### src/rtl/multicycle_main_ctrl.sv
// Main control FSM for the multicycle MIPS datapath: sequences fetch/decode/
// execute/memory/writeback, drives datapath controls and counts retired instructions.
module multicycle_main_ctrl #(
    parameter int CNT_W = 32
) (
    input  logic             clk,
    input  logic             reset,
    input  logic [5:0]       op,
    input  logic             zero,
    input  logic             mem_ready,
    output logic             IorD,
    output logic             IRWrite,
    output logic             MemWrite,
    output logic             RegWrite,
    output logic             RegDst,
    output logic             MemtoReg,
    output logic             ALUSrcA,
    output logic             Branch,
    output logic             PCWrite,
    output logic             PCEn,
    output logic [1:0]       ALUSrcB,
    output logic [1:0]       ALUOp,
    output logic [1:0]       PCSrc,
    output logic             illegal_op,
    output logic [3:0]       state,
    output logic [CNT_W-1:0] instr_count
);

    typedef enum logic [3:0] {
        FETCH   = 4'd0,
        DECODE  = 4'd1,
        MEMADR  = 4'd2,
        MEMRD   = 4'd3,
        MEMWB   = 4'd4,
        MEMWR   = 4'd5,
        RTYPEEX = 4'd6,
        ALUWB   = 4'd7,
        BEQEX   = 4'd8,
        ADDIEX  = 4'd9,
        ADDIWB  = 4'd10,
        JEX     = 4'd11
    } state_t;

    localparam logic [5:0] OP_LW   = 6'b100011;
    localparam logic [5:0] OP_SW   = 6'b101011;
    localparam logic [5:0] OP_RTYP = 6'b000000;
    localparam logic [5:0] OP_BEQ  = 6'b000100;
    localparam logic [5:0] OP_ADDI = 6'b001000;
    localparam logic [5:0] OP_J    = 6'b000010;

    state_t           st, nxt;
    logic             retire;
    logic [CNT_W-1:0] cnt;

    always_ff @(posedge clk or posedge reset) begin
        if (reset) begin
            st  <= FETCH;
            cnt <= '0;
        end else begin
            st <= nxt;
            if (retire) cnt <= cnt + CNT_W'(1);
        end
    end

    always_comb begin
        nxt        = FETCH;
        retire     = 1'b0;
        illegal_op = 1'b0;
        case (st)
            FETCH:   nxt = mem_ready ? DECODE : FETCH;
            DECODE: begin
                case (op)
                    OP_LW, OP_SW: nxt = MEMADR;
                    OP_RTYP:      nxt = RTYPEEX;
                    OP_BEQ:       nxt = BEQEX;
                    OP_ADDI:      nxt = ADDIEX;
                    OP_J:         nxt = JEX;
                    default: begin
                        nxt        = FETCH;
                        illegal_op = 1'b1;
                    end
                endcase
            end
            MEMADR:  nxt = (op == OP_LW) ? MEMRD : MEMWR;
            MEMRD:   nxt = mem_ready ? MEMWB : MEMRD;
            MEMWR: begin
                nxt    = mem_ready ? FETCH : MEMWR;
                retire = mem_ready;
            end
            RTYPEEX: nxt = ALUWB;
            ADDIEX:  nxt = ADDIWB;
            MEMWB, ALUWB, ADDIWB, BEQEX, JEX: begin
                nxt    = FETCH;
                retire = 1'b1;
            end
            default: nxt = FETCH;
        endcase
    end

    // Moore decode; FETCH enables are qualified by mem_ready so a stall writes nothing.
    always_comb begin
        IorD     = 1'b0;
        IRWrite  = 1'b0;
        MemWrite = 1'b0;
        RegWrite = 1'b0;
        RegDst   = 1'b0;
        MemtoReg = 1'b0;
        ALUSrcA  = 1'b0;
        Branch   = 1'b0;
        PCWrite  = 1'b0;
        ALUSrcB  = 2'b00;
        ALUOp    = 2'b00;
        PCSrc    = 2'b00;
        case (st)
            FETCH: begin
                ALUSrcB = 2'b01;
                IRWrite = mem_ready;
                PCWrite = mem_ready;
            end
            DECODE:  ALUSrcB = 2'b11;
            MEMADR: begin
                ALUSrcA = 1'b1;
                ALUSrcB = 2'b10;
            end
            MEMRD:   IorD = 1'b1;
            MEMWB: begin
                MemtoReg = 1'b1;
                RegWrite = 1'b1;
            end
            MEMWR: begin
                IorD     = 1'b1;
                MemWrite = 1'b1;
            end
            RTYPEEX: begin
                ALUSrcA = 1'b1;
                ALUOp   = 2'b10;
            end
            ALUWB: begin
                RegDst   = 1'b1;
                RegWrite = 1'b1;
            end
            BEQEX: begin
                ALUSrcA = 1'b1;
                ALUOp   = 2'b01;
                PCSrc   = 2'b01;
                Branch  = 1'b1;
            end
            ADDIEX: begin
                ALUSrcA = 1'b1;
                ALUSrcB = 2'b10;
            end
            ADDIWB:  RegWrite = 1'b1;
            JEX: begin
                PCSrc   = 2'b10;
                PCWrite = 1'b1;
            end
            default: ;
        endcase
    end

    assign PCEn        = PCWrite | (Branch & zero);
    assign state       = st;
    assign instr_count = cnt;

endmodule
### config.mk
export PLATFORM = sky130hd
export DESIGN_NAME = multicycle_main_ctrl
export DESIGN_NICKNAME = d
export VERILOG_FILES = /design/src/rtl/multicycle_main_ctrl.sv
export SDC_FILE = /design/constraint.sdc
export NUM_CORES = 1
export LEC_CHECK = 0
export ABC_AREA = 1
export CAP_MARGIN = 20
export CORE_MARGIN = 2
export CORE_UTILIZATION = 54
export DETAILED_ROUTE_END_ITERATION = 8
export GPL_TIMING_DRIVEN = 0
export PLACE_DENSITY_LB_ADDON = 0.05
export SETUP_SLACK_MARGIN = 0.3
export SYNTH_ARGS = -nofsm -noshare
export SYNTH_HDL_FRONTEND = slang
export SYNTH_SLANG_ARGS = --single-unit
### constraint.sdc
create_clock -name clk -period 2.4 [get_ports clk]
set_input_delay 0.48 -clock clk [delete_from_list [all_inputs] [get_ports clk]]
set_output_delay 0.48 -clock clk [all_outputs]
set_load 0.005 [all_outputs]
---- Yosys cells after proc, flatten, opt, wreduce, memory -nomap -nowiden ----
Cells that the tools add are included.
storage, ports and cells
  input port bits ......................... 10
  output and inout port bits .............. 53
  logic and storage cells ................. 51
  register bits ........................... 36
operators by class
  reductions and logical operators ........ 9
  add/sub/neg operators ................... 1
  muxes and demuxes ....................... 21
  eq/ne operators ......................... 16
  bitwise operators ....................... 2
operator list
  operator                                             count
  adder 32 x 1 -> 32 bit, second input constant        1
  one-hot mux 4 bit (7 select lines)                   1
  one-hot mux 4 bit (5 select lines)                   1
  equality test 4 x 3 -> 1 bit, second input constant  4
  equality test 4 bit, second input constant           4
  equality test 6 bit, second input constant           2
  two-way mux 1 bit                                    11
  two-way mux 3 bit                                    3
  equality test 4 x 2 -> 1 bit, second input constant  2
  one-hot mux 2 bit (2 select lines)                   2
  equality test 6 x 2 -> 1 bit, second input constant  1
  equality test 6 x 3 -> 1 bit, second input constant  1
  equality test 6 x 4 -> 1 bit, second input constant  1
  zero test 6 bit                                      1
  one-hot mux 2 bit (3 select lines)                   1
  OR reduction 2 bit                                   3
  OR reduction 6 bit                                   1
  OR reduction 5 bit                                   1
  equality test 4 x 1 -> 1 bit, second input constant  1
  zero test 4 bit                                      1
  one-hot mux 1 bit (2 select lines)                   2
  OR reduction 4 bit                                   1
  OR reduction 3 bit                                   1
  AND 1 bit                                            1
  OR 1 bit                                             1

---- Longest topological paths before layout ----
  word-level depth ........................ 4
  gate-level depth with buffers ........... 10
  mapped depth without buffers ............ 10

---- Worst setup path after synthesis ----
OpenSTA, ideal clock, no wires.
  kind .................................... register to output
  from .................................... register st[3], in the netlist state[3]
  to ...................................... output ALUSrcA
  arrival ................................. 1.184 ns
  required time ........................... 1.920 ns
  slack ................................... 0.736 ns
  stages on the path, launching flop included .. 6
  buffers on the path ..................... 0
  cell sequence ........................... dfrtp_1 inv_1 nand2_1 nor2_1 or2_1 or3_1
on the way
  word-level cells in the longest chain between the ends .. 3
  elaborated cells between the ends (all ways) .. 6
  those cells by class .................... eq/ne (4); mux (1); reduce/logical (1)
ends and longest elaborated chain
  what                                               RTL line  RTL
  from (decl)                                        51        state_t st, nxt;
  from (signal assigned)                             60        st <= nxt;
  equality test 4 bit, or another cell as far along  114       case (st)
  OR reduction 4 bit (no source line) (*)            -
  two-way mux 1 bit (*)                              114
  to (decl)                                          17        output logic ALUSrcA,
Mark *: on every way between the ends. The rest lies on a longest branch, timed or not.

---- Final worst setup path ----
Ends and elaborated chain as after synthesis.

==> run summary <==
The combined area of all synthesized cells is approximately 2600 µm². Hold is met by between 0.5 and 0.6 ns. For this run, the top clock speed supported by timing is 443.3 MHz.

The via total after detailed routing came out at 2,949. The power per cell area came out at 555.3 nW/µm². The HPWL after detailed placement is 5.530 mm. The slack of the worst reg-to-reg path is 0.62 ns. The area overhead of the layout relative to synthesis came out at 41.03%. The floorplan has 25 rows. Counting every sink on the clock net gives 36.

For this run, the post-layout net count is 508. In this run the horizontal extent of the chip is 73.04 µm. The post-detailed-route DRC marker count came out at 0. The final critical path takes up 93.99% of the cycle. The initial standard-cell utilization of the core came out at 55.22%. STA classifies the critical path startpoint as a flop. The logic depth of the worst register-to-register path came out at 12. The leading cell type in the layout, fill and taps excluded is nand2_1.

The launch point of the worst path is state[3]. The core box area is 4661 µm². In the final routed layout, each cell accounts on average for roughly 15 µm.

The wire length reported by the detailed router came out at 8.310 mm. The flow ran to the end, and the final reports show no timing, DRC or antenna violations. The endpoint of the most critical register-to-register path is instr_count[31]. The max-cap check violation count is 0. The initial antenna violation count came out at 0. The first global-routing pass estimated between 10 and 15 mm of wire. The minimum clock period is 2.256 ns. The worst register-to-register path begins at state[1]. The synthesized netlist net count came out at 424.

After routing the design area is 3630 µm². For the worst-skew pair, the clock arrives at the later sink with an insertion delay of 0.30 ns. After clock tree synthesis, the clock-pin slew on the worst setup and hold paths is roughly 0.08 ns. The critical setup path kind is flop to output pin. The number of hold violations in the final report came out at 0.

The number of standard cells after synthesis came out at just over 400. The arrival time at the worst endpoint came out at 1.78 ns. The count of yosys warnings during synthesis is 0. The H-tree depth reported by CTS is 2. Across the routed clock network, the largest skew measured is about 0.01 ns. The overall fraction of global-route tracks in use is 28.90%. Setup violations remaining at the end of the flow were counted as 0. In this run the mean area of a mapped cell was a little over 6 µm². The number of fillers in the final layout came out at 344. In this run the worst path has a maximum fanout of 5. The CTS tree is done.

The number of different library cells used by synthesis comes to 25. The placer's final routability congestion estimate came out at roughly 0.89. The floorplan step set the die height to 73.04 µm. In this run the worst setup path terminates at ALUSrcA. In this run the tool buffered the top-level ports with 62 buffer cells. The worst slew margin relative to its limit is a little under 50%.

Setup repair after global routing could not meet its margin everywhere. The pin count of the biggest net entering global routing came out at 37. At the pin with the least slew margin, the transition time is 0.7662 ns. The analysis attributes to cell leakage a power of 1.807 nW. The via density per instance came out at 5.342. The number of global-route vias before repair came out at ~2,600. The share of final-layout standard cells stronger than drive strength 1 is 15.86%. The DRC violation total after the first TritonRoute iteration is 236. The antenna cell count came out at 0.

In this run the worst hold path is classified as flop to flop. The post-detailed-route count of antenna-violating nets came out at 0. The number of iterations in the first detailed-routing pass is 5. The max-slew violation total from the final report is 0.

STA puts the critical path data required time at between 1.5 and 2 ns. The placed instance area came out at roughly 3300 µm². The worst setup path is captured at an output pin. In this run the count of I/O pins placed on the die edge is between 60 and 70.

After synthesis the netlist holds a flip-flop and latch count of 36. The sequential-to-total area share from yosys stat is 35.00%. Leaving out fill and tap cells, the most frequent cells in the layout are 177 x nand2_1, 56 x nor2_1, 46 x clkdlybuf4s50_1. The maximum root-to-sink buffer count came out at 2. The worst supply voltage drop on vdd is 0.0004040 V. The total clock buffers created by CTS is 5.

In this run the clock root is driven by a clkbuf_8. After global routing the overflow that remains totals 0. The die area came out at 5334 µm².
repair_timing:
action	CTS	global route
pin swaps	2	6
hold buffers	0	0
buffers inserted	5	10
setup endpoints to repair	13	12
gates resized for setup	30	34
area by class of cell:
| type | instances | area (µm²) | area share, % |
|---|---|---|---|
| tap | 54 | 67.56 | 1.861 |
| clock inverter | 1 | 30.03 | 0.8273 |
| sequential | 36 | 905.9 | 24.96 |
| clock buffer | 7 | 96.34 | 2.654 |
| timing repair buffer | 77 | 733.2 | 20.20 |
| buffer | 8 | 62.56 | 1.724 |
| inverter | 41 | 161.4 | 4.447 |
| multi-input combinational | 328 | 1573 | 43.33 |
worst min path at each step:
stage / from / end / depth (start not counted) / slack [ns]
floorplan: instr_count[0] / instr_count[0] / 1 / 0.51
global placement: instr_count[0] / instr_count[0] / 1 / 0.52
detailed placement: instr_count[0] / instr_count[0] / 1 / 0.52
CTS: instr_count[0] / instr_count[0] / 1 / 0.53
global route: instr_count[0] / instr_count[0] / 1 / 0.56
finish: instr_count[0] / instr_count[0] / 1 / 0.53
power breakdown:
part / switching (mW) / total, mW / internal, mW
Combinational: 0.337 / 0.655 / 0.319
Clock: 0.237 / 0.604 / 0.367
Sequential: 0.0935 / 0.756 / 0.663
Total: 0.667 / 2.02 / 1.35
sequential cells by signal (all words and copies together), names as in the netlist:
signal / cells
instr_count: 32
state: 4
per-layer routing:
metal  share of wire, %  global-route usage [%]  wire length (µm)
met1                 40                   33.88              3312
met2                 51                   52.25              4275
met3                6.7                   5.939               558
met4                2.0                   9.053               164
met5                  0                       0                 0
logic make-up after synthesis:
kind of cell	synth area share, %
AND/OR/NAND/NOR	48.37
buffers and inverters	8.410
flip-flops	35.00
AO/OA/AOI/OAI	2.966
XOR/XNOR	4.764
adder cells (fa/ha/maj)	0.4861
cells in the mapped netlist:
cell,n,share of area (%)
xnor2_1,3,1.0
nand2_4,1,0.44
o211ai_1,1,0.29
or2_1,1,0.24
nor2_1,66,9.6
buf_4,4,1.2
nor3_1,6,1.2
nand3_1,17,3.3
nand2_1,184,27
xor2_1,11,3.7
inv_2,3,0.44
nor2_4,3,1.3
nand3b_1,7,2.0
o21ai_0,8,1.6
nor2_2,4,0.97
o221ai_1,1,0.34
ha_1,1,0.49
a21oi_1,4,0.78
buf_6,2,0.87
buf_2,2,0.39
inv_1,38,5.5
or3_1,1,0.24
nand4_1,3,0.73
dfrtp_1,36,35
nand2_2,6,1.5
per-stage QoR:
step	TNS, ns	cells	worst slack, ns	power, mW	util, %
6_report	0	552	0.1442	2.016	77.88
4_1_cts	0	542	0.1232	1.929	74.44
3_5_place_dp	-0.05901	529	-0.05901	1.307	69.99
3_3_place_gp	-0.06204	529	-0.06204	1.295	69.99
5_1_grt	0	552	0.1164	2.107	77.88
2_1_floorplan	0	413	0.7357	1.037	-
worst max-delay path: stages (launching register included):
cell and delay (ns):
dfrtp_2 0.50, inv_2 0.06, nand2_2 0.09, nor2_4 0.05
or2_1 0.25, or3_1 0.32, clkdlybuf4s15_1 0.21
Power figures use the tool's default switching activity.
